File: config.mk
export PLATFORM = sky130hd
export DESIGN_NAME = reg_write_arbiter
export DESIGN_NICKNAME = d
export VERILOG_FILES = /design/src/rtl/reg_write_arbiter.sv
export SDC_FILE = /design/constraint.sdc
export NUM_CORES = 1
export LEC_CHECK = 0
export CAP_MARGIN = 25
export CORE_MARGIN = 3
export CORE_UTILIZATION = 40
export DETAILED_ROUTE_END_ITERATION = 10
export MAX_ROUTING_LAYER = met4
export PLACE_DENSITY = 0.77
export SLEW_MARGIN = 10
export SYNTH_ARGS = -nofsm -noshare
export SYNTH_HDL_FRONTEND = slang
export SYNTH_SLANG_ARGS = --single-unit
File: constraint.sdc
create_clock -name clk -period 3.32 [get_ports clk]
set_input_delay 0.332 -clock clk [delete_from_list [all_inputs] [get_ports clk]]
set_output_delay 0.332 -clock clk [all_outputs]
set_load 0.005 [all_outputs]
File: src/rtl/reg_write_arbiter.sv
// Round-robin write arbiter that owns a shared storage register.
// Supports a per-requester burst lock with a bounded number of consecutive wins.
module reg_write_arbiter #(
   parameter  int N        = 4,
   parameter  int WIDTH    = 16,
   parameter  int MAX_HOLD = 4,
   localparam int LW       = $clog2(N),
   localparam int HW       = $clog2(MAX_HOLD + 1)
) (
   input  logic                 clk,
   input  logic                 rst_n,
   input  logic [N-1:0]         req,
   input  logic [N-1:0]         lock,
   input  logic [N*WIDTH-1:0]   wdata,
   input  logic                 clr,
   output logic [WIDTH-1:0]     out,
   output logic [N-1:0]         ack,
   output logic [LW-1:0]        owner,
   output logic                 busy
);

   logic [LW-1:0]    ptr;
   logic [HW-1:0]    hold_cnt;

   logic [N-1:0]     ptr_oh;
   logic [N-1:0]     others;
   logic             any_req;
   logic             lock_win;
   logic             rr_found;
   logic [LW-1:0]    rr_idx;
   logic [LW-1:0]    cand;
   logic [LW-1:0]    win_idx;
   logic [N-1:0]     win_oh;
   logic [HW-1:0]    hold_nxt;
   logic [WIDTH-1:0] win_data;

   always_comb begin
      ptr_oh      = '0;
      ptr_oh[ptr] = 1'b1;
      others      = req & ~ptr_oh;
      any_req     = |req;

      // The locked owner keeps winning until its budget runs out, unless nobody else wants the register.
      lock_win = req[ptr] && lock[ptr] &&
                 ((hold_cnt < HW'(MAX_HOLD)) || (others == '0));

      // Search starts just after the last winner and wraps back to it (k = N).
      rr_found = 1'b0;
      rr_idx   = ptr;
      cand     = ptr;
      for (int unsigned k = 1; k <= N; k++) begin
         cand = ptr + LW'(k);
         if (!rr_found && req[cand]) begin
            rr_found = 1'b1;
            rr_idx   = cand;
         end
      end

      win_idx         = lock_win ? ptr : rr_idx;
      win_oh          = '0;
      win_oh[win_idx] = 1'b1;
      win_data        = wdata[win_idx*WIDTH +: WIDTH];

      if (lock_win) begin
         hold_nxt = (hold_cnt == HW'(MAX_HOLD)) ? hold_cnt : hold_cnt + HW'(1);
      end else if (any_req) begin
         hold_nxt = HW'(1);
      end else begin
         hold_nxt = '0;
      end
   end

   always_ff @(posedge clk or negedge rst_n) begin
      if (!rst_n) begin
         out      <= '0;
         ack      <= '0;
         owner    <= '0;
         busy     <= 1'b0;
         ptr      <= LW'(N - 1);
         hold_cnt <= '0;
      end else begin
         busy <= any_req;
         if (clr) begin
            out <= '0;
            ack <= '0;
         end else if (any_req) begin
            out      <= win_data;
            ack      <= win_oh;
            ptr      <= win_idx;
            owner    <= win_idx;
            hold_cnt <= hold_nxt;
         end else begin
            ack      <= '0;
            hold_cnt <= '0;
         end
      end
   end

endmodule

Word-level counts from Yosys, hierarchy flattened
Cells that the tools add are included.
{"block": "word_totals", "register_bits": 28, "input_bits": 75, "output_inout_bits": 23, "elab_cells": 69}
{"block": "classes", "addsub": 4, "magnitude_cmp": 8, "eq_ne": 2, "shift": 1, "muxes": 29, "n_bitwise": 3, "n_reduce_logical": 16}
{"cell": "$shiftx 64x7->16", "n": 1}
{"cell": "$mux 16", "n": 2}
{"cell": "$lt 2x3->1 const B", "n": 5}
{"cell": "$bmux 1 s2", "n": 5}
{"cell": "$mux 1", "n": 10}
{"cell": "$mux 2", "n": 5}
{"cell": "$mux 3", "n": 3}
{"cell": "$mux 4", "n": 2}
{"cell": "$logic_and 1x1->1", "n": 7}
{"cell": "$add 2x2->2 const B", "n": 2}
{"cell": "$and 4x4->4", "n": 1}
{"cell": "$demux 1 s2", "n": 2}
{"cell": "$ge 2x1->1 const B", "n": 2}
{"cell": "$logic_not 4->1", "n": 1}
{"cell": "$not 4->4", "n": 1}
{"cell": "$reduce_and 2->1", "n": 2}
{"cell": "$reduce_or 4->1", "n": 1}
{"cell": "$add 3x1->3 const B", "n": 1}
{"cell": "$eq 3x3->1 const B", "n": 1}
{"cell": "$logic_not 1->1", "n": 3}
{"cell": "$lt 3x3->1 const B", "n": 1}
{"cell": "$ne 3x3->1 const B", "n": 1}
{"cell": "$add 2x1->2 const B", "n": 1}
{"cell": "$reduce_bool 2->1", "n": 1}
{"cell": "2 further kinds", "n": 2}

Longest topological paths before layout
Gate-level depths: netlist of run 1.
{"block": "logic_depth", "word_depth": 20, "depth_mapped": 11, "depth_no_buf": 9}

Least setup slack after synthesis of run 1
No wires, ideal clock.
{"block": "synth_path", "path_kind": "reg2reg", "startpoint": "register ptr[0]", "endpoint": "register out[10]", "setup_ns": 0.143, "t_arrival_ns": 2.837, "t_required_ns": 3.177, "slack_ns": 0.341, "stages_incl_launch_ff": 11, "path_buffers": 2, "period_less_slack_ns": 2.979, "path_cell_list": "dfstp_2 buf_2 inv_1 ha_1 nor4_1 or4_4 nor4b_4 xnor2_4 buf_6 mux2i_1 o221ai_1"}
{"block": "synth_between", "elab_chain_cells": 17, "word_cells_on_any_way": 41, "classes_between": "add/sub: 3; order compare: 2; shift: 1; mux: 22; bitwise: 2; reduce/logical: 11"}
{"element": "start, declared", "line": "22", "source": "logic [LW-1:0] ptr;"}
{"element": "start signal, assigned", "line": "79", "source": "ptr <= LW'(N - 1);"}
{"element": "start signal, assigned", "line": "89", "source": "ptr <= win_idx;"}
{"element": "$add 2x1->2", "line": "52", "source": "cand = ptr + LW'(k);"}
{"element": "$bmux 1 s2", "line": "53", "source": "if (!rr_found && req[cand]) begin"}
{"element": "$mux 1 (implied by the code)", "line": "53"}
{"element": "$mux 1", "line": "53"}
{"element": "$logic_not 1->1", "line": "53"}
{"element": "$logic_and 1x1->1", "line": "53"}
{"element": "$mux 1", "line": "53"}
{"element": "$logic_not 1->1", "line": "53"}
{"element": "$logic_and 1x1->1", "line": "53"}
{"element": "$mux 1", "line": "53"}
{"element": "$logic_not 1->1", "line": "53"}
{"element": "$logic_and 1x1->1", "line": "53"}
{"element": "$mux 2", "line": "53"}
{"element": "$mux 2 (*)", "line": "59", "source": "win_idx = lock_win ? ptr : rr_idx;"}
{"element": "$shiftx 64x7->16 (*)", "line": "62", "source": "win_data = wdata[win_idx*WIDTH +: WIDTH];"}
{"element": "$mux 16 (*)", "line": "86", "source": "end else if (any_req) begin"}
{"element": "$mux 16 (*)", "line": "83", "source": "if (clr) begin"}
{"element": "end signal, assigned", "line": "87", "source": "out <= win_data;"}
{"element": "end, declared", "line": "16", "source": "output logic [WIDTH-1:0] out,"}
Every way passes the cells marked *; elsewhere a longest branch is shown, timed or not. The select of a mux whose other input is x is not followed.
A chain may end at the register's enable or synchronous reset.

Worst setup path in the final report of run 1
{"block": "layout_path", "startpoint": "register ptr[0]", "endpoint": "register out[6]"}
Same word-level chain as after synthesis.

==> impl_metrics.py, run 1 <==
metrics = {
    "die": {
        "dieArea_um2": 5690,
        "initial_core_util": 0.428,
        "io_pins": 98,
        "die_y_um": 75.5,
        "fp.dieW_um": 75.5,
        "coreArea_um2": 4500,
        "rows": 24,
    },
    "clock_tree": {
        "tritoncts": "done",
        "htree_levels": 1,
        "cts_buffers": 3,
        "ctsRootBufferMaster": "clkbuf_8",
        "cts.repair.resized": 0,
        "clockBufferDepth": 2,
        "holdBufCountCts": 0,
        "clk_latency_ns": 0.27,
        "cts.clk_slew.worst_paths_ns": 0.09,
        "postCtsSetupBuffers": 0,
        "cts_sinks": 28,
    },
    "route": {
        "vias": 1880,
        "first_pass_iters": 4,
        "drc": 0,
        "via_per_inst": 5.43,
        "routedWlPerCell_um": 15.8,
        "drtIter0Drc": 77,
        "ant_nets": 0,
        "drt-total-wl_mm": 5.48,
    },
    "power": {
        "power.leakage_uw": 0.00133,
        "power_uw": 2550,
        "peakVddDrop_v": 0.000685,
        "p_per_area_nw_per_um2": 837,
    },
    "place": {
        "gp_congestion": 0.824,
        "place_hpwl_mm": 4.17,
        "port_buffers": 97,
        "dpl_cell_area_um2": 2990,
        "place_ws_ns": 0.349,
    },
    "critical_path": {
        "crit_required_ns": 3.46,
        "critPathMaxStageDelay_ns": 0.55,
        "critPathTopFamily": "simple AND/OR/NAND/NOR gates",
        "worstPathMaxFanout": 33,
        "crit_chain": "inv_1 > ha_1 > nor4_1 > or4_4 > nor4b_4 > xnor2_4 > buf_12 > mux2i_1 > o221ai_1",
        "worstPathArrival_ns": 3.14,
        "crit_type": "reg -> reg",
        "crit_path_start_kind": "register",
        "crit_path_end_kind": "register",
        "path_buf_inv": 2,
        "slowest_stage": "or4_4",
    },
    "layout": {
        "nets": 376,
        "drive_above_1_share": 0.0850,
        "utilization": 0.677,
        "insertedDiodeCount": 0,
        "fillers": 368,
        "area_growth_pct": 58.0,
        "post-route-cell-area_um2": 3050,
    },
    "synth": {
        "yosysUniqueCellTypes": 41,
        "synth_top_area_share": 0.337,
        "yosysWarningCount": 0,
        "synth_ff_type": "dfrtp_1",
        "syn_inst": 195,
        "yosys.area.top_type": "dfrtp_1",
        "synth_area_um2": 1930,
        "synth_edf_count": 0,
        "yosysSeqAreaShare": 0.364,
        "async_flop_share": 1.00,
        "yosys.cell_count.top_type": "mux2i_1",
        "synthTopCellsByCount": "36 x mux2i_1, 26 x dfrtp_1, 24 x nand2_1, 16 x o221ai_1, 11 x nor2_1",
        "synth_area_leaders": "dfrtp_1 34%, mux2i_1 19%, o221ai_1 7.3%, nand2_1 4.7%, ha_1 3.9%",
        "syn-num-nets": 276,
        "ys_ff_latch": 28,
        "avgSynthCellArea_um2": 9.89,
    },
    "timing": {
        "fmax_mhz": 334,
        "drv_slew": 0,
        "period_needed_ns": 3.00,
        "rsz0062_at_grt": "no",
        "finalClockSkew_ns": 0.00354,
        "tightest_slew_ns": 0.729,
        "setup_viol_count_final": 0,
        "finalHoldViolCount": 0,
        "setup_ws_ns": 0.322,
        "slew_headroom": 0.514,
        "setup_tns_ns": 0,
        "period_share": 0.903,
    },
    "global_routing": {
        "grt_pass1_wl_mm": 8.70,
        "grt_pass1_vias": 1897,
        "grt_max_degree": 34,
        "overflow": 0,
        "antenna_found_initial": 0,
        "grt_use_total": 0.203,
    },
    "flow_run": {
        "drv_cap": 0,
    },
    "hold_path": {
        "hp-class": "in -> async",
    },
    "run_status": {
        "status": "complete, no violations",
    },
}
worst reg2reg max path, delay by kind of cell, from the launching register on:
| family | cells | cell delay (ns) |
|---|---|---|
| muxes | 1 | 0.26 |
| and+or+nand+nor | 3 | 0.99 |
| buffers and inverters | 2 | 0.37 |
| AOI/OAI and AO/OA | 1 | 0.14 |
| DFF | 1 | 0.54 |
| xor gates and xnor gates | 1 | 0.17 |
| adders and majority gates | 1 | 0.42 |
kinds of logic (layout without fill, tap and decap cells):
family	after synthesis	after routing	share of synthesized area
AO/OA/AOI/OAI	38	38	0.153
adder cells (fa/ha/maj)	6	6	0.0389
XOR/XNOR	1	1	0.0143
flip-flops	28	28	0.364
multiplexers	38	38	0.200
buffers and inverters	23	122	0.0629
AND/OR/NAND/NOR	61	61	0.167
where the power goes:
| part | internal, uW | switching, uW | total, uW | leakage (uW) |
|---|---|---|---|---|
| sequential | 478 | 67.5 | 546 | 0.000353 |
| clock | 106 | 99.7 | 206 | 0.0000288 |
| combinational | 959 | 842 | 1800 | 0.000951 |
| total | 1540 | 1010 | 2550 | 0.00133 |
state kept, by name, summed over array words and instances (netlist names):
name,count
ptr,2
hold_cnt,3
busy,1
owner,2
out,16
ack,4
stage by stage:
step / instances / hold slack (ns)
global route: 346 / 0.474
global placement: 342 / 0.471
floorplan: 195 / 0.0364
finish: 346 / 0.438
CTS: 346 / 0.445
detailed placement: 342 / 0.473
path summary, 6_finish.rpt:
| path | from | endpoint | slack, ns | depth (start not counted) |
|---|---|---|---|---|
| max | ptr[0] | out[6] | 0.32 | 9 |
| min | rst_n | out[10] | 0.44 | 2 |
| max reg2reg | ptr[0] | out[6] | 0.32 | 9 |
| min reg2reg | out[14] | out[14] | 0.49 | 2 |
| max in group asynchronous | rst_n | ptr[0] | 2.58 | 2 |
| min in group clk | out[14] | out[14] | 0.49 | 2 |
layer usage:
metal | track usage | wire (um)
met1 | 0.256 | 2340
met2 | 0.317 | 2610
met3 | 0.0699 | 490
met4 | 0.0447 | 40
met5 | - | 0
layout by cell type, fill, tap and decap left out, types with 2 or more instances in the layout:
master,count
nand2b_1,5
nand2_1,24
and3b_1,2
inv_1,8
ha_1,6
nand3_1,2
nor3_1,4
clkdlybuf4s50_1,97
o21a_1,2
a21oi_1,7
buf_4,10
dfrtp_1,26
dfstp_2,2
o221ai_1,16
clkbuf_8,4
buf_12,2
nand4_1,3
nor3b_1,2
o21ai_0,2
mux2i_1,36
nor2_1,11
nor4_1,3
layout make-up:
class	count	area, um2	share of cell area
tap	52	65.1	0.0213
clock buffer	4	55.1	0.0181
inverter	9	33.8	0.0111
timing repair buffer	109	1090	0.356
sequential	28	703	0.231
multi-input combinational	144	1100	0.362
(Power assumes the default switching activity.)
==> run 2, diff against run 1 <==
--- a/config.mk
+++ b/config.mk
@@ -6,7 +6,7 @@
 export NUM_CORES = 1
 export LEC_CHECK = 0
 export CAP_MARGIN = 25
-export CORE_MARGIN = 3
+export CORE_MARGIN = 4
 export CORE_UTILIZATION = 40
 export DETAILED_ROUTE_END_ITERATION = 10
 export MAX_ROUTING_LAYER = met4
==> run 2 against run 1 <==
  * Register-to-register slack worse by 0.06 ns
  * Combinational power about the same
  * Final area fell by 0.90%
  * Clock-buffer cell count stayed put
  * Highest routed layer unchanged
==> impl_metrics.py, run 2 (synthesis results as in run 1) <==
metrics = {
    "global_routing": {
        "grt_use_total": 0.187,
        "grt_pass1_vias": 2039,
        "grt_max_degree": 38,
        "grt_pass1_wl_mm": 9.07,
        "overflow": 0,
        "antenna_found_initial": 0,
    },
    "clock_tree": {
        "holdBufCountCts": 0,
        "cts.repair.resized": 0,
        "clk_latency_ns": 0.26,
        "cts_buffers": 3,
        "cts_sinks": 28,
        "postCtsSetupBuffers": 0,
        "clockBufferDepth": 2,
        "ctsRootBufferMaster": "clkbuf_8",
        "cts.clk_slew.worst_paths_ns": 0.09,
        "tritoncts": "done",
        "htree_levels": 1,
    },
    "critical_path": {
        "crit_type": "reg -> reg",
        "worstPathArrival_ns": 3.18,
        "ff2ff_setup_slack_ns": 0.26,
        "rr_startpoint": "ptr[1]",
        "crit_path_start_kind": "register",
        "regToRegEndpoint": "out[4]",
        "crit_required_ns": 3.43,
        "worstRegToRegCells": 9,
        "worstPathMaxFanout": 37,
        "crit_path_end_kind": "register",
    },
    "timing": {
        "setup_tns_ns": 0,
        "period_needed_ns": 3.06,
        "finalHoldViolCount": 0,
        "finalClockSkew_ns": 0.00652,
        "setup_viol_count_final": 0,
        "holdWs_ns": 0.438,
        "drv_slew": 0,
        "fmax_mhz": 327,
        "slew_headroom": 0.520,
        "tightest_slew_ns": 0.721,
        "rsz0062_at_grt": "no",
        "period_share": 0.922,
    },
    "layout": {
        "top_register": "out",
        "nets": 375,
        "fin_cells": 347,
        "final_common_cell": "clkdlybuf4s50_1",
        "largest_register_ffs": 16,
        "final_cell_mix": "97 x clkdlybuf4s50_1, 36 x mux2i_1, 26 x dfrtp_1, 24 x nand2_1, 16 x o221ai_1",
        "insertedDiodeCount": 0,
        "drive_above_1_share": 0.0785,
        "area_growth_pct": 56.6,
        "fillers": 398,
        "top_regs": "out: 16 flops, ack: 4 flops, hold_cnt: 3 flops",
    },
    "route": {
        "drtIter0Drc": 54,
        "vias": 1891,
        "drc": 0,
        "via_per_inst": 5.45,
        "drt-total-wl_mm": 5.44,
        "routedWlPerCell_um": 15.7,
        "ant_nets": 0,
        "first_pass_iters": 4,
    },
    "die": {
        "die_y_um": 77.5,
        "rows": 25,
        "initial_core_util": 0.411,
        "coreArea_um2": 4690,
        "dieArea_um2": 6000,
        "fp.dieW_um": 77.5,
        "io_pins": 98,
    },
    "run_status": {
        "status": "complete, no violations",
    },
    "place": {
        "place_hpwl_mm": 4.15,
        "dp_cells": 343,
        "gp_congestion": 0.911,
        "port_buffers": 97,
    },
    "power": {
        "p_per_area_nw_per_um2": 827,
        "combPwrFrac": 0.708,
        "power_uw": 2500,
        "clkPwrFrac": 0.073,
        "p_int_uw": 1490,
        "netSwitchingPower_uw": 1010,
        "peakVddDrop_v": 0.000635,
        "power.leakage_uw": 0.00132,
        "switching_share": 0.405,
        "power.share.sequential": 0.219,
    },
    "flow_run": {
        "drv_cap": 0,
    },
    "hold_path": {
        "hp-class": "in -> async",
    },
}
run 2: changes by cell type in the layout (fill, tap and decap cells not counted), sizes merged:
cell and delta:
buf -1
run 2: power groups by stage:
| stage | logic, uW | registers [uW] | clock network, uW |
|---|---|---|---|
| after floorplan | 1270 | 557 | 0 |
| after global placement | 1750 | 547 | 0 |
| after detailed placement | 1790 | 550 | 0 |
| after CTS | 1790 | 547 | 187 |
| after global routing | 1930 | 561 | 201 |
| final | 1770 | 548 | 182 |
run 2: per-stage QoR:
step | area (um2) | util | setup WS, ns
2_1_floorplan | 1930 | - | 0.341
3_3_place_gp | 2980 | 0.634 | 0.267
3_5_place_dp | 2980 | 0.634 | 0.213
4_1_cts | 3020 | 0.644 | 0.257
5_1_grt | 3020 | 0.644 | 0.0576
6_report | 3020 | 0.644 | 0.258
run 2: how the worst max path moves through the flow:
stage	slack (ns)	to	start	depth (start not counted)
global route	0.06	out[15]	ptr[1]	9
finish	0.26	out[4]	ptr[1]	9
global placement	0.27	out[15]	req[2]	9
detailed placement	0.21	out[6]	req[2]	9
floorplan	0.34	out[10]	ptr[0]	10
CTS	0.26	out[4]	ptr[1]	9
run 2: layout make-up:
cell class                      count  area, um2  area share
Inverter                            9       33.8      0.0112
Tap cell                           54       67.6      0.0224
Timing Repair Buffer              108       1070       0.353
Clock buffer                        4       45.0      0.0149
Sequential cell                    28        703       0.233
Multi-Input combinational cell    144       1100       0.366
run 2: worst max-delay path: stages (launching register included):
cell      delay, ns
dfstp_2        0.54
inv_1          0.11
ha_1           0.44
nor4_1         0.09
or4_4          0.56
nor4b_4        0.34
xnor2_4        0.17
buf_12         0.26
mux2i_1        0.25
o221ai_1       0.14
run 2: per-layer routing:
metal	global-route usage	vias up	share of wire
met3	0.0615	4	0.12
met5	-	-	0
met1	0.240	874	0.42
met4	0.0374	0	0.0063
li1	-	920	-
met2	0.290	93	0.46
==> run 3, diff against run 2 <==
--- a/config.mk
+++ b/config.mk
@@ -5,12 +5,14 @@
 export SDC_FILE = /design/constraint.sdc
 export NUM_CORES = 1
 export LEC_CHECK = 0
+export ABC_AREA = 1
 export CAP_MARGIN = 25
 export CORE_MARGIN = 4
-export CORE_UTILIZATION = 40
+export CORE_UTILIZATION = 42
 export DETAILED_ROUTE_END_ITERATION = 10
+export HOLD_SLACK_MARGIN = 0.08
 export MAX_ROUTING_LAYER = met4
-export PLACE_DENSITY = 0.77
+export PLACE_DENSITY = 0.78
 export SLEW_MARGIN = 10
 export SYNTH_ARGS = -nofsm -noshare
 export SYNTH_HDL_FRONTEND = slang
==> run 3 against run 2 <==
  * Worst setup slack better by 0.086 ns
  * Worst hold slack worse by 0.014 ns
  * Clock-buffer cell count stayed put
  * Total power increased by 40%
  * Critical path depth up 4
  * Maximum frequency rose by 2.9%
  * First-iteration DRC count increased to 2.7 times the previous value
  * Clock skew shrank 0.0019 ns
  * Die area rose by 6.3%
  * Largest power group unchanged
==> impl_metrics.py, run 3 <==
metrics = {
    "layout": {
        "top_register": "out",
        "insertedDiodeCount": 0,
        "largest_register_ffs": 16,
        "nets": 483,
        "drive_above_1_share": 0.0948,
        "area_growth_pct": 47.1,
        "multi_input_area_um2": 1260,
        "fillers": 438,
        "final_cell_mix": "127 x nand3_1, 97 x clkdlybuf4s50_1, 69 x nand2_1, 26 x dfrtp_1, 15 x inv_1",
        "seqCellArea_um2": 703,
        "top_regs": "out: 16 flops, ack: 4 flops, hold_cnt: 3 flops",
        "final_common_cell": "nand3_1",
    },
    "synth": {
        "synth_edf_count": 0,
        "yosysSeqAreaShare": 0.324,
        "synth_area_um2": 2170,
        "synth_ff_type": "dfrtp_1",
        "avgSynthCellArea_um2": 6.93,
        "yosysWarningCount": 0,
        "synth_top_area_share": 0.300,
        "yosysUniqueCellTypes": 26,
        "ys_ff_latch": 28,
        "yosys.cell_count.top_type": "nand3_1",
        "async_flop_share": 1.00,
        "syn_inst": 313,
        "syn-num-nets": 394,
        "yosys.area.top_type": "dfrtp_1",
        "synthTopCellsByCount": "127 x nand3_1, 69 x nand2_1, 26 x dfrtp_1, 15 x inv_1",
        "synth_area_leaders": "dfrtp_1 30%, nand3_1 29%, nand2_1 12%, nand3_2 4.2%, ha_1 3.5%",
    },
    "critical_path": {
        "worstPathMaxFanout": 33,
        "slowest_stage": "dfstp_2",
        "ff2ff_setup_slack_ns": 0.34,
        "crit_chain": "inv_2 > ha_1 > inv_1 > nand3_1 > nand2_1 > nor2_2 > nand2_1 > nand2_1 > nand3_2 > nand3_1 > nand3_1 > nand3_1 > nand2_1",
        "critPathMaxStageDelay_ns": 0.72,
        "crit_type": "reg -> reg",
        "crit_path_end_kind": "register",
        "worstPathArrival_ns": 3.15,
        "crit_required_ns": 3.49,
        "crit_path_start_kind": "register",
    },
    "die": {
        "dieArea_um2": 6380,
        "initial_core_util": 0.447,
        "die_y_um": 79.9,
        "coreArea_um2": 4850,
        "rows": 25,
        "fp.dieW_um": 79.9,
        "io_pins": 98,
    },
    "clock_tree": {
        "htree_levels": 1,
        "holdBufCountCts": 0,
        "ctsRootBufferMaster": "clkbuf_8",
        "cts.clk_slew.worst_paths_ns": 0.10,
        "clk_latency_ns": 0.27,
        "tritoncts": "done",
        "clockBufferDepth": 2,
        "cts_sinks": 28,
        "cts_buffers": 3,
        "postCtsSetupBuffers": 0,
        "cts.repair.resized": 0,
    },
    "power": {
        "p_per_area_nw_per_um2": 1100,
        "peakVddDrop_v": 0.000757,
        "power.leakage_uw": 0.00148,
    },
    "place": {
        "place_ws_ns": 0.369,
        "port_buffers": 97,
        "gp_congestion": 0.889,
        "place_hpwl_mm": 5.08,
    },
    "timing": {
        "fmax_mhz": 336,
        "slew_headroom": 0.571,
        "period_needed_ns": 2.98,
        "finalClockSkew_ns": 0.00461,
        "period_share": 0.897,
        "setup_ws_ns": 0.344,
        "drv_slew": 0,
        "rsz0062_at_grt": "no",
        "setup_viol_count_final": 0,
        "setup_tns_ns": 0,
        "tightest_slew_ns": 0.643,
        "finalHoldViolCount": 0,
    },
    "route": {
        "vias": 2504,
        "first_pass_iters": 4,
        "drc": 0,
        "ant_nets": 0,
        "drtIter0Drc": 146,
        "drt-total-wl_mm": 6.74,
        "routedWlPerCell_um": 14.4,
        "via_per_inst": 5.35,
    },
    "global_routing": {
        "grt_pass1_wl_mm": 11.0,
        "overflow": 0,
        "antenna_found_initial": 0,
        "grt_use_total": 0.216,
        "grt_max_degree": 34,
        "grt_pass1_vias": 2290,
    },
    "run_status": {
        "status": "complete, no violations",
    },
    "hold_path": {
        "hp-class": "in -> async",
    },
    "flow_run": {
        "drv_cap": 0,
    },
}
[run 3: per-stage QoR]
step	util	cells	area (um2)	hold WS [ns]	total power, uW
global placement	0.649	464	3150	0.462	3250
detailed placement	0.649	464	3150	0.465	3320
global route	0.658	468	3190	0.463	3920
finish	0.658	468	3190	0.424	3510
floorplan	-	313	2170	0.0364	2760
CTS	0.658	468	3190	0.438	3520
[run 3: logic make-up (layout without fill, tap and decap cells)]
group	after synthesis	after routing	synth area share
AND/OR/NAND/NOR	227	227	0.513
flip-flops	28	28	0.324
AO/OA/AOI/OAI	13	13	0.0352
adder cells (fa/ha/maj)	6	6	0.0346
buffers and inverters	39	127	0.0934
[run 3: layout make-up]
| class | instances | area share |
|---|---|---|
| well taps | 67 | 0.0263 |
| flip-flops and latches | 28 | 0.220 |
| multi-input cells | 246 | 0.396 |
| repair buffers | 104 | 0.321 |
| inverters | 19 | 0.0224 |
| clock buffers | 4 | 0.0141 |
[run 3: final timing paths]
| kind | from | endpoint | cells past startpoint |
|---|---|---|---|
| max in group asynchronous | rst_n | ptr[0] | 2 |
| worst min-delay path | rst_n | out[14] | 2 |
| min in group clk | out[13] | out[13] | 2 |
| worst min register to register | out[13] | out[13] | 2 |
| worst max-delay path | ptr[0] | out[7] | 13 |
| worst max register to register | ptr[0] | out[7] | 13 |
[run 3: routing by layer]
metal / vias up / wire length (um) / track usage
li1: 1241 / - / -
met1: 1169 / 2900 / 0.291
met2: 90 / 3300 / 0.353
met3: 4 / 488 / 0.0327
met4: 0 / 49 / 0.0321
met5: - / 0 / -
[run 3: critical path: cells and delay by family, from the launching register on]
family,cells,cell delay [ns]
DFF,1,0.72
adders and majority gates,1,0.39
buffers and inverters,2,0.27
and+or+nand+nor,10,1.48
[run 3: report_power, final]
part	switching [uW]	leakage, uW	internal [uW]
registers	100	0.000353	492
clock network	107	0.0000228	85.9
logic	1690	0.00111	1030
